$ cat src/rtl/gate_accum.sv
// Multi-operand bitwise gate: folds a stream of words with OR/AND/XOR (optionally
// inverted at the output) and presents the result, its reduction and a beat count.
module gate_accum #(
    parameter int WIDTH = 8,
    parameter int CNT_W = 8
) (
    input  logic             clk,
    input  logic             rst,
    input  logic             in_valid,
    output logic             in_ready,
    input  logic [WIDTH-1:0] in_data,
    input  logic             in_last,
    input  logic [2:0]       mode,
    output logic             out_valid,
    input  logic             out_ready,
    output logic [WIDTH-1:0] out_word,
    output logic             out_bit,
    output logic [CNT_W-1:0] out_count
);

    localparam logic [1:0] S_IDLE  = 2'd0;
    localparam logic [1:0] S_ACCUM = 2'd1;
    localparam logic [1:0] S_HOLD  = 2'd2;

    localparam logic [1:0] OP_OR  = 2'd0;
    localparam logic [1:0] OP_AND = 2'd1;
    localparam logic [1:0] OP_XOR = 2'd2;

    localparam logic [CNT_W-1:0] CNT_ONE = CNT_W'(1);
    localparam logic [CNT_W-1:0] CNT_MAX = '1;

    // Reserved encodings 110/111 fall into the OR default.
    function automatic logic [1:0] base_op(input logic [2:0] m);
        case (m)
            3'b001, 3'b100: base_op = OP_AND;
            3'b010, 3'b101: base_op = OP_XOR;
            default:        base_op = OP_OR;
        endcase
    endfunction

    function automatic logic is_inv(input logic [2:0] m);
        is_inv = (m == 3'b011) || (m == 3'b100) || (m == 3'b101);
    endfunction

    function automatic logic [WIDTH-1:0] apply_op(input logic [1:0] op,
                                                  input logic [WIDTH-1:0] a,
                                                  input logic [WIDTH-1:0] b);
        case (op)
            OP_AND:  apply_op = a & b;
            OP_XOR:  apply_op = a ^ b;
            default: apply_op = a | b;
        endcase
    endfunction

    function automatic logic reduce_op(input logic [1:0] op, input logic [WIDTH-1:0] v);
        case (op)
            OP_AND:  reduce_op = &v;
            OP_XOR:  reduce_op = ^v;
            default: reduce_op = |v;
        endcase
    endfunction

    logic [1:0]       r_state;
    logic [WIDTH-1:0] r_acc;
    logic [2:0]       r_mode;
    logic [CNT_W-1:0] r_count;
    logic             r_out_valid;
    logic [WIDTH-1:0] r_out_word;
    logic             r_out_bit;
    logic [CNT_W-1:0] r_out_count;

    logic             w_first;
    logic             w_accept;
    logic [2:0]       w_mode_eff;
    logic [1:0]       w_op;
    logic             w_inv;
    logic [WIDTH-1:0] w_acc_next;
    logic [CNT_W-1:0] w_count_next;
    logic [WIDTH-1:0] w_result_word;
    logic             w_result_bit;

    assign in_ready = (r_state == S_IDLE) || (r_state == S_ACCUM);
    assign w_first  = (r_state == S_IDLE);
    assign w_accept = in_valid && in_ready;

    // The first beat takes the live mode; later beats use the captured one.
    assign w_mode_eff   = w_first ? mode : r_mode;
    assign w_op         = base_op(w_mode_eff);
    assign w_inv        = is_inv(w_mode_eff);
    assign w_acc_next   = w_first ? in_data : apply_op(w_op, r_acc, in_data);
    assign w_count_next = w_first ? CNT_ONE
                        : ((r_count == CNT_MAX) ? r_count : r_count + CNT_ONE);

    // Inversion applies only to what leaves the block, never to the accumulator.
    assign w_result_word = w_inv ? ~w_acc_next : w_acc_next;
    assign w_result_bit  = reduce_op(w_op, w_acc_next) ^ w_inv;

    // NOTE: all state here uses non-blocking assignments so every register
    // samples pre-edge values, independent of statement order.
    always_ff @(posedge clk or posedge rst) begin
        if (rst) begin
            r_state     <= S_IDLE;
            r_acc       <= '0;
            r_mode      <= 3'b000;
            r_count     <= '0;
            r_out_valid <= 1'b0;
            r_out_word  <= '0;
            r_out_bit   <= 1'b0;
            r_out_count <= '0;
        end else begin
            case (r_state)
                S_IDLE, S_ACCUM: begin
                    if (w_accept) begin
                        r_acc   <= w_acc_next;
                        r_count <= w_count_next;
                        if (w_first) begin
                            r_mode <= mode;
                        end
                        if (in_last) begin
                            r_state     <= S_HOLD;
                            r_out_valid <= 1'b1;
                            r_out_word  <= w_result_word;
                            r_out_bit   <= w_result_bit;
                            r_out_count <= w_count_next;
                        end else begin
                            r_state <= S_ACCUM;
                        end
                    end
                end
                S_HOLD: begin
                    if (out_ready) begin
                        r_out_valid <= 1'b0;
                        r_state     <= S_IDLE;
                    end
                end
                default: r_state <= S_IDLE;
            endcase
        end
    end

    assign out_valid = r_out_valid;
    assign out_word  = r_out_word;
    assign out_bit   = r_out_bit;
    assign out_count = r_out_count;

endmodule

$ cat config.mk
export PLATFORM = sky130hd
export DESIGN_NAME = gate_accum
export DESIGN_NICKNAME = d
export VERILOG_FILES = /design/src/rtl/gate_accum.sv
export SDC_FILE = /design/constraint.sdc
export NUM_CORES = 1
export LEC_CHECK = 0
export CAP_MARGIN = 20
export CORE_ASPECT_RATIO = 1.75
export CORE_MARGIN = 1.5
export CORE_UTILIZATION = 45
export CTS_CLUSTER_DIAMETER = 50
export DETAILED_ROUTE_END_ITERATION = 10
export PLACE_DENSITY = 0.78
export SYNTH_ARGS = -nofsm -noshare
export SYNTH_HDL_FRONTEND = slang
export SYNTH_SLANG_ARGS = --single-unit
$ cat constraint.sdc
create_clock -name clk -period 4 [get_ports clk]
set_input_delay 0.6 -clock clk [delete_from_list [all_inputs] [get_ports clk]]
set_output_delay 0.6 -clock clk [all_outputs]
set_load 0.1 [all_outputs]
==> report_table.html <==
<table>
<tr><th>Metric</th><th>Value</th></tr>
<tr><th colspan="2">Yosys</th></tr>
<tr><td>Synth warn</td><td>0</td></tr>
<tr><td>Main flop type after synthesis</td><td>sky130_fd_sc_hd__dfrtp_1</td></tr>
<tr><td>Dominant cells by area after synthesis</td><td>sky130_fd_sc_hd__dfrtp_1 (38%), sky130_fd_sc_hd__ha_1 (11%), sky130_fd_sc_hd__xnor2_1 (4.8%)</td></tr>
<tr><td>Most used standard cells in the synthesized netlist</td><td>sky130_fd_sc_hd__dfrtp_1 (39), sky130_fd_sc_hd__nand2_1 (30), sky130_fd_sc_hd__ha_1 (22), sky130_fd_sc_hd__inv_1 (22), sky130_fd_sc_hd__nor2_1 (18)</td></tr>
<tr><td>Per-instance average area after synthesis</td><td>9.40 sq um</td></tr>
<tr><td>Sequential-to-total area share from yosys stat</td><td>38.0%</td></tr>
<tr><td>Combined area of all synthesized cells</td><td>0.00256 sq mm</td></tr>
<tr><td>FF+latch count, synth</td><td>39</td></tr>
<tr><td>Distinct cell type count of the synthesized netlist</td><td>46</td></tr>
<tr><td>Synth Net Count</td><td>311</td></tr>
<tr><td>Post-synth top area share</td><td>38.0%</td></tr>
<tr><td>Async S/R FF share, synth</td><td>100%</td></tr>
<tr><td>Most common cell in the synthesized netlist</td><td>sky130_fd_sc_hd__dfrtp_1</td></tr>
<tr><td>Post-synthesis cell type with the largest combined area</td><td>sky130_fd_sc_hd__dfrtp_1</td></tr>
<tr><td>Post-synth EDFFs</td><td>0</td></tr>
<tr><td>Post-synthesis instance total</td><td>273</td></tr>
<tr><th colspan="2">Global route</th></tr>
<tr><td>Total routing usage reported by global routing</td><td>19.7%</td></tr>
<tr><td>Global-route track usage on met2</td><td>37.2%</td></tr>
<tr><td>Via count of the first global-routing pass</td><td>2033</td></tr>
<tr><td>Met3 track demand over resource in global routing</td><td>2.38%</td></tr>
<tr><td>Largest net degree at the start of global routing</td><td>40</td></tr>
<tr><td>Most used routing layer</td><td>met2</td></tr>
<tr><td>Number of antenna violations at the first check in global routing</td><td>0</td></tr>
<tr><td>Overflow left after global routing</td><td>0</td></tr>
<tr><td>Met1 Usage GRT</td><td>21.3%</td></tr>
<tr><td>Wire length of the first global-routing pass</td><td>9250 microns</td></tr>
<tr><th colspan="2">Run</th></tr>
<tr><td>Total of max-cap violations</td><td>0</td></tr>
<tr><th colspan="2">Route</th></tr>
<tr><td>Remaining antenna violation count</td><td>0</td></tr>
<tr><td>Overall via count from detail_route</td><td>2067</td></tr>
<tr><td>Residual DRC count</td><td>0</td></tr>
<tr><td>Average detailed-routed wire length per instance</td><td>14.3 microns</td></tr>
<tr><td>Detailed-route wire length</td><td>5540 microns</td></tr>
<tr><td>Drt first-iter violations</td><td>63</td></tr>
<tr><td>Via/cell ratio</td><td>5.33</td></tr>
<tr><td>Length of the first detailed-routing pass in iterations</td><td>4</td></tr>
<tr><th colspan="2">Finish</th></tr>
<tr><td>Fillers</td><td>500</td></tr>
<tr><td>Number of antenna diodes</td><td>0</td></tr>
<tr><td>Count of nets after finishing</td><td>349</td></tr>
<tr><td>Fraction of layout cells with a size suffix above 1</td><td>9.94%</td></tr>
<tr><td>Final non-filler cell area</td><td>0.00314 sq mm</td></tr>
<tr><td>Post-synthesis to final-layout area growth</td><td>22.2%</td></tr>
<tr><th colspan="2">Clock tree</th></tr>
<tr><td>Number of buffers inserted by post-CTS setup repair</td><td>0</td></tr>
<tr><td>Hold-fix buffers at CTS</td><td>0</td></tr>
<tr><td>Max H-tree Level</td><td>2</td></tr>
<tr><td>Clock edge transition at the registers on the reported setup and hold paths</td><td>0.08 ns</td></tr>
<tr><td>Clock root cell</td><td>sky130_fd_sc_hd__clkbuf_8</td></tr>
<tr><td>Buffers from clock root to sink, at most</td><td>2</td></tr>
<tr><td>Clock tree from TritonCTS</td><td>yes</td></tr>
<tr><td>Worst-Skew Late Latency</td><td>0.30 ns</td></tr>
<tr><td>Number of gates resized after cts</td><td>0</td></tr>
<tr><td>TritonCTS buffer count</td><td>5</td></tr>
<tr><td>TritonCTS Sinks</td><td>39</td></tr>
<tr><th colspan="2">Pwr</th></tr>
<tr><td>IR drop worst, VDD</td><td>0.379 mV</td></tr>
<tr><td>Leakage</td><td>1.45 nW</td></tr>
<tr><td>Gate power share</td><td>60.1%</td></tr>
<tr><td>Power density over cell area</td><td>750 mW/mm^2</td></tr>
<tr><td>Internal power of the cells</td><td>0.00120 W</td></tr>
<tr><td>Total power after layout</td><td>0.00235 W</td></tr>
<tr><td>Clock network fraction of design power</td><td>14.2%</td></tr>
<tr><td>Switching part of the total power</td><td>48.9%</td></tr>
<tr><td>Proportion of power drawn by flip-flops and latches</td><td>25.7%</td></tr>
<tr><td>Switching Power</td><td>0.00115 W</td></tr>
<tr><th colspan="2">Worst setup path</th></tr>
<tr><td>Endpoint of the worst register-to-register path</td><td>out_bit</td></tr>
<tr><td>Launch point of the critical path</td><td>mode[1]</td></tr>
<tr><td>Register-to-register setup slack</td><td>0.55 ns</td></tr>
<tr><td>Crit path DAT</td><td>3.77 ns</td></tr>
<tr><td>Kind of end point of the critical path</td><td>flip-flop</td></tr>
<tr><td>Endpoint required time on the critical path</td><td>4.19 ns</td></tr>
<tr><td>Crit-path max FO</td><td>9</td></tr>
<tr><td>CP Launch Type</td><td>input pin</td></tr>
<tr><td>Startpoint of the worst-slack reg-to-reg timing path</td><td>r_state[1]</td></tr>
<tr><td>Critical path capture point</td><td>out_bit</td></tr>
<tr><td>Worst Reg-to-Reg Cells</td><td>15</td></tr>
<tr><td>Setup CP Type</td><td>in -&gt; reg</td></tr>
<tr><th colspan="2">STA</th></tr>
<tr><td>Final setup vio count</td><td>0</td></tr>
<tr><td>Number of hold violations in the final report</td><td>0</td></tr>
<tr><td>Final Max Slew Viols</td><td>0</td></tr>
<tr><td>Setup tns final</td><td>0 ns</td></tr>
<tr><td>Setup repair after global routing missed its margin</td><td>no</td></tr>
<tr><td>Worst slew margin relative to its limit</td><td>35.2%</td></tr>
<tr><td>Period minus WS final</td><td>3.58 ns</td></tr>
<tr><td>Largest clock skew in the final design</td><td>0.00904 ns</td></tr>
<tr><td>Measured slew at the worst slew-check pin</td><td>0.969 ns</td></tr>
<tr><td>Fmax</td><td>279 MHz</td></tr>
<tr><td>Fraction of the cycle the final worst path needs</td><td>89.6%</td></tr>
<tr><td>Tightest hold margin</td><td>0.490 ns</td></tr>
<tr><th colspan="2">Floorplanning</th></tr>
<tr><td>Die extent in y</td><td>103 microns</td></tr>
<tr><td>I/O pin count</td><td>35</td></tr>
<tr><td>CORE AREA</td><td>0.00554 sq mm</td></tr>
<tr><td>Die outline width</td><td>60.1 microns</td></tr>
<tr><td>Site Rows</td><td>36</td></tr>
<tr><td>Starting density of the core</td><td>46.3%</td></tr>
<tr><td>Total Die Area</td><td>0.00618 sq mm</td></tr>
<tr><th colspan="2">Outcome</th></tr>
<tr><td>Outcome</td><td>completed</td></tr>
<tr><th colspan="2">Hold path</th></tr>
<tr><td>HP Class</td><td>reg -&gt; reg</td></tr>
<tr><th colspan="2">Placement</th></tr>
<tr><td>Cell area reported after detailed placement</td><td>0.00302 sq mm</td></tr>
<tr><td>Number of input and output port buffers inserted</td><td>34</td></tr>
<tr><td>Placed wire-length estimate after detailed placement</td><td>4090 microns</td></tr>
<tr><td>Gp weighted congestion</td><td>0.822</td></tr>
</table>
-- cells in the final DEF, fill, tap and decap left out, drive strengths merged, types with 13 or more instances in the layout --
master	count
xnor2	14
a21oi	17
inv	23
nand2	30
nor2	20
buf	13
ha	22
dfrtp	39
clkdlybuf4s50	34
o21ai	16
-- how the worst min path moves through the flow --
stage,startpoint,to,cells past startpoint
final,out_word[7],out_word[7],2
after global routing,out_word[0],out_word[0],2
after CTS,out_count[4],out_count[4],2
after detailed placement,out_count[4],out_count[4],2
after global placement,out_count[5],out_count[5],2
after floorplan,r_acc[4],r_acc[4],2
-- power by group through the flow --
stage	logic, W	clock network (W)	registers, W
global placement	0.00139	0	0.000609
detailed placement	0.00142	0	0.000613
global route	0.00151	0.000360	0.000622
finish	0.00141	0.000334	0.000605
CTS	0.00142	0.000344	0.000605
floorplan	0.000660	0	0.00102
-- logic make-up (layout without fill, tap and decap cells) --
group	after synthesis	count (layout)	share of synthesized area, %
adders and majority gates	22	22	10.7
buffers and inverters	39	78	6.29
AOI/OAI and AO/OA	72	72	21.0
DFF	39	39	38.0
and+or+nand+nor	75	75	13.8
muxes	8	8	3.41
xor gates and xnor gates	18	18	6.68
-- state kept, by name, summed over array words and instances, names as in the netlist --
| signal | count |
|---|---|
| r_count | 8 |
| out_bit | 1 |
| out_count | 8 |
| r_mode | 3 |
| r_acc | 8 |
| out_valid | 1 |
| r_state | 2 |
| out_word | 8 |
-- final cells by class --
type	instances	area [sq um]	share of cell area [%]
well taps	76	95.1	3.03
clock buffers	5	68.8	2.19
inverters	23	86.3	2.75
flip-flops and latches	39	976	31.1
repair buffers	47	438	14.0
clock inverters	3	43.8	1.40
multi-input cells	195	1430	45.5
-- critical path: stages --
cell                              delay [ns]
sky130_fd_sc_hd__clkdlybuf4s50_1        0.53
sky130_fd_sc_hd__nor2b_1                0.19
sky130_fd_sc_hd__mux2i_1                0.09
sky130_fd_sc_hd__a21oi_1                0.21
sky130_fd_sc_hd__ha_1                   0.35
sky130_fd_sc_hd__a221oi_1               0.26
sky130_fd_sc_hd__a211oi_1               0.07
sky130_fd_sc_hd__a21oi_1                0.18
sky130_fd_sc_hd__inv_1                  0.07
sky130_fd_sc_hd__ha_1                   0.29
sky130_fd_sc_hd__xor2_1                 0.17
sky130_fd_sc_hd__xnor2_1                0.14
sky130_fd_sc_hd__xnor3_1                0.23
sky130_fd_sc_hd__o21ai_1                0.19
sky130_fd_sc_hd__a211o_1                0.15
sky130_fd_sc_hd__nand3_1                0.05
-- routing by layer --
| layer | part of all wire (%) | up-vias |
|---|---|---|
| li1 | - | 1034 |
| met1 | 39 | 997 |
| met2 | 57 | 28 |
| met3 | 2.0 | 8 |
| met4 | 1.7 | 0 |
| met5 | 0 | - |
-- per-stage QoR --
stage	instances	utilization, %	setup WS, ns
global route	388	56.6	0.172
CTS	388	56.6	0.425
finish	388	56.6	0.417
floorplan	273	-	0.167
detailed placement	380	54.6	0.0924
global placement	380	54.6	0.205
No activity file was read; power rests on OpenSTA's default activity.
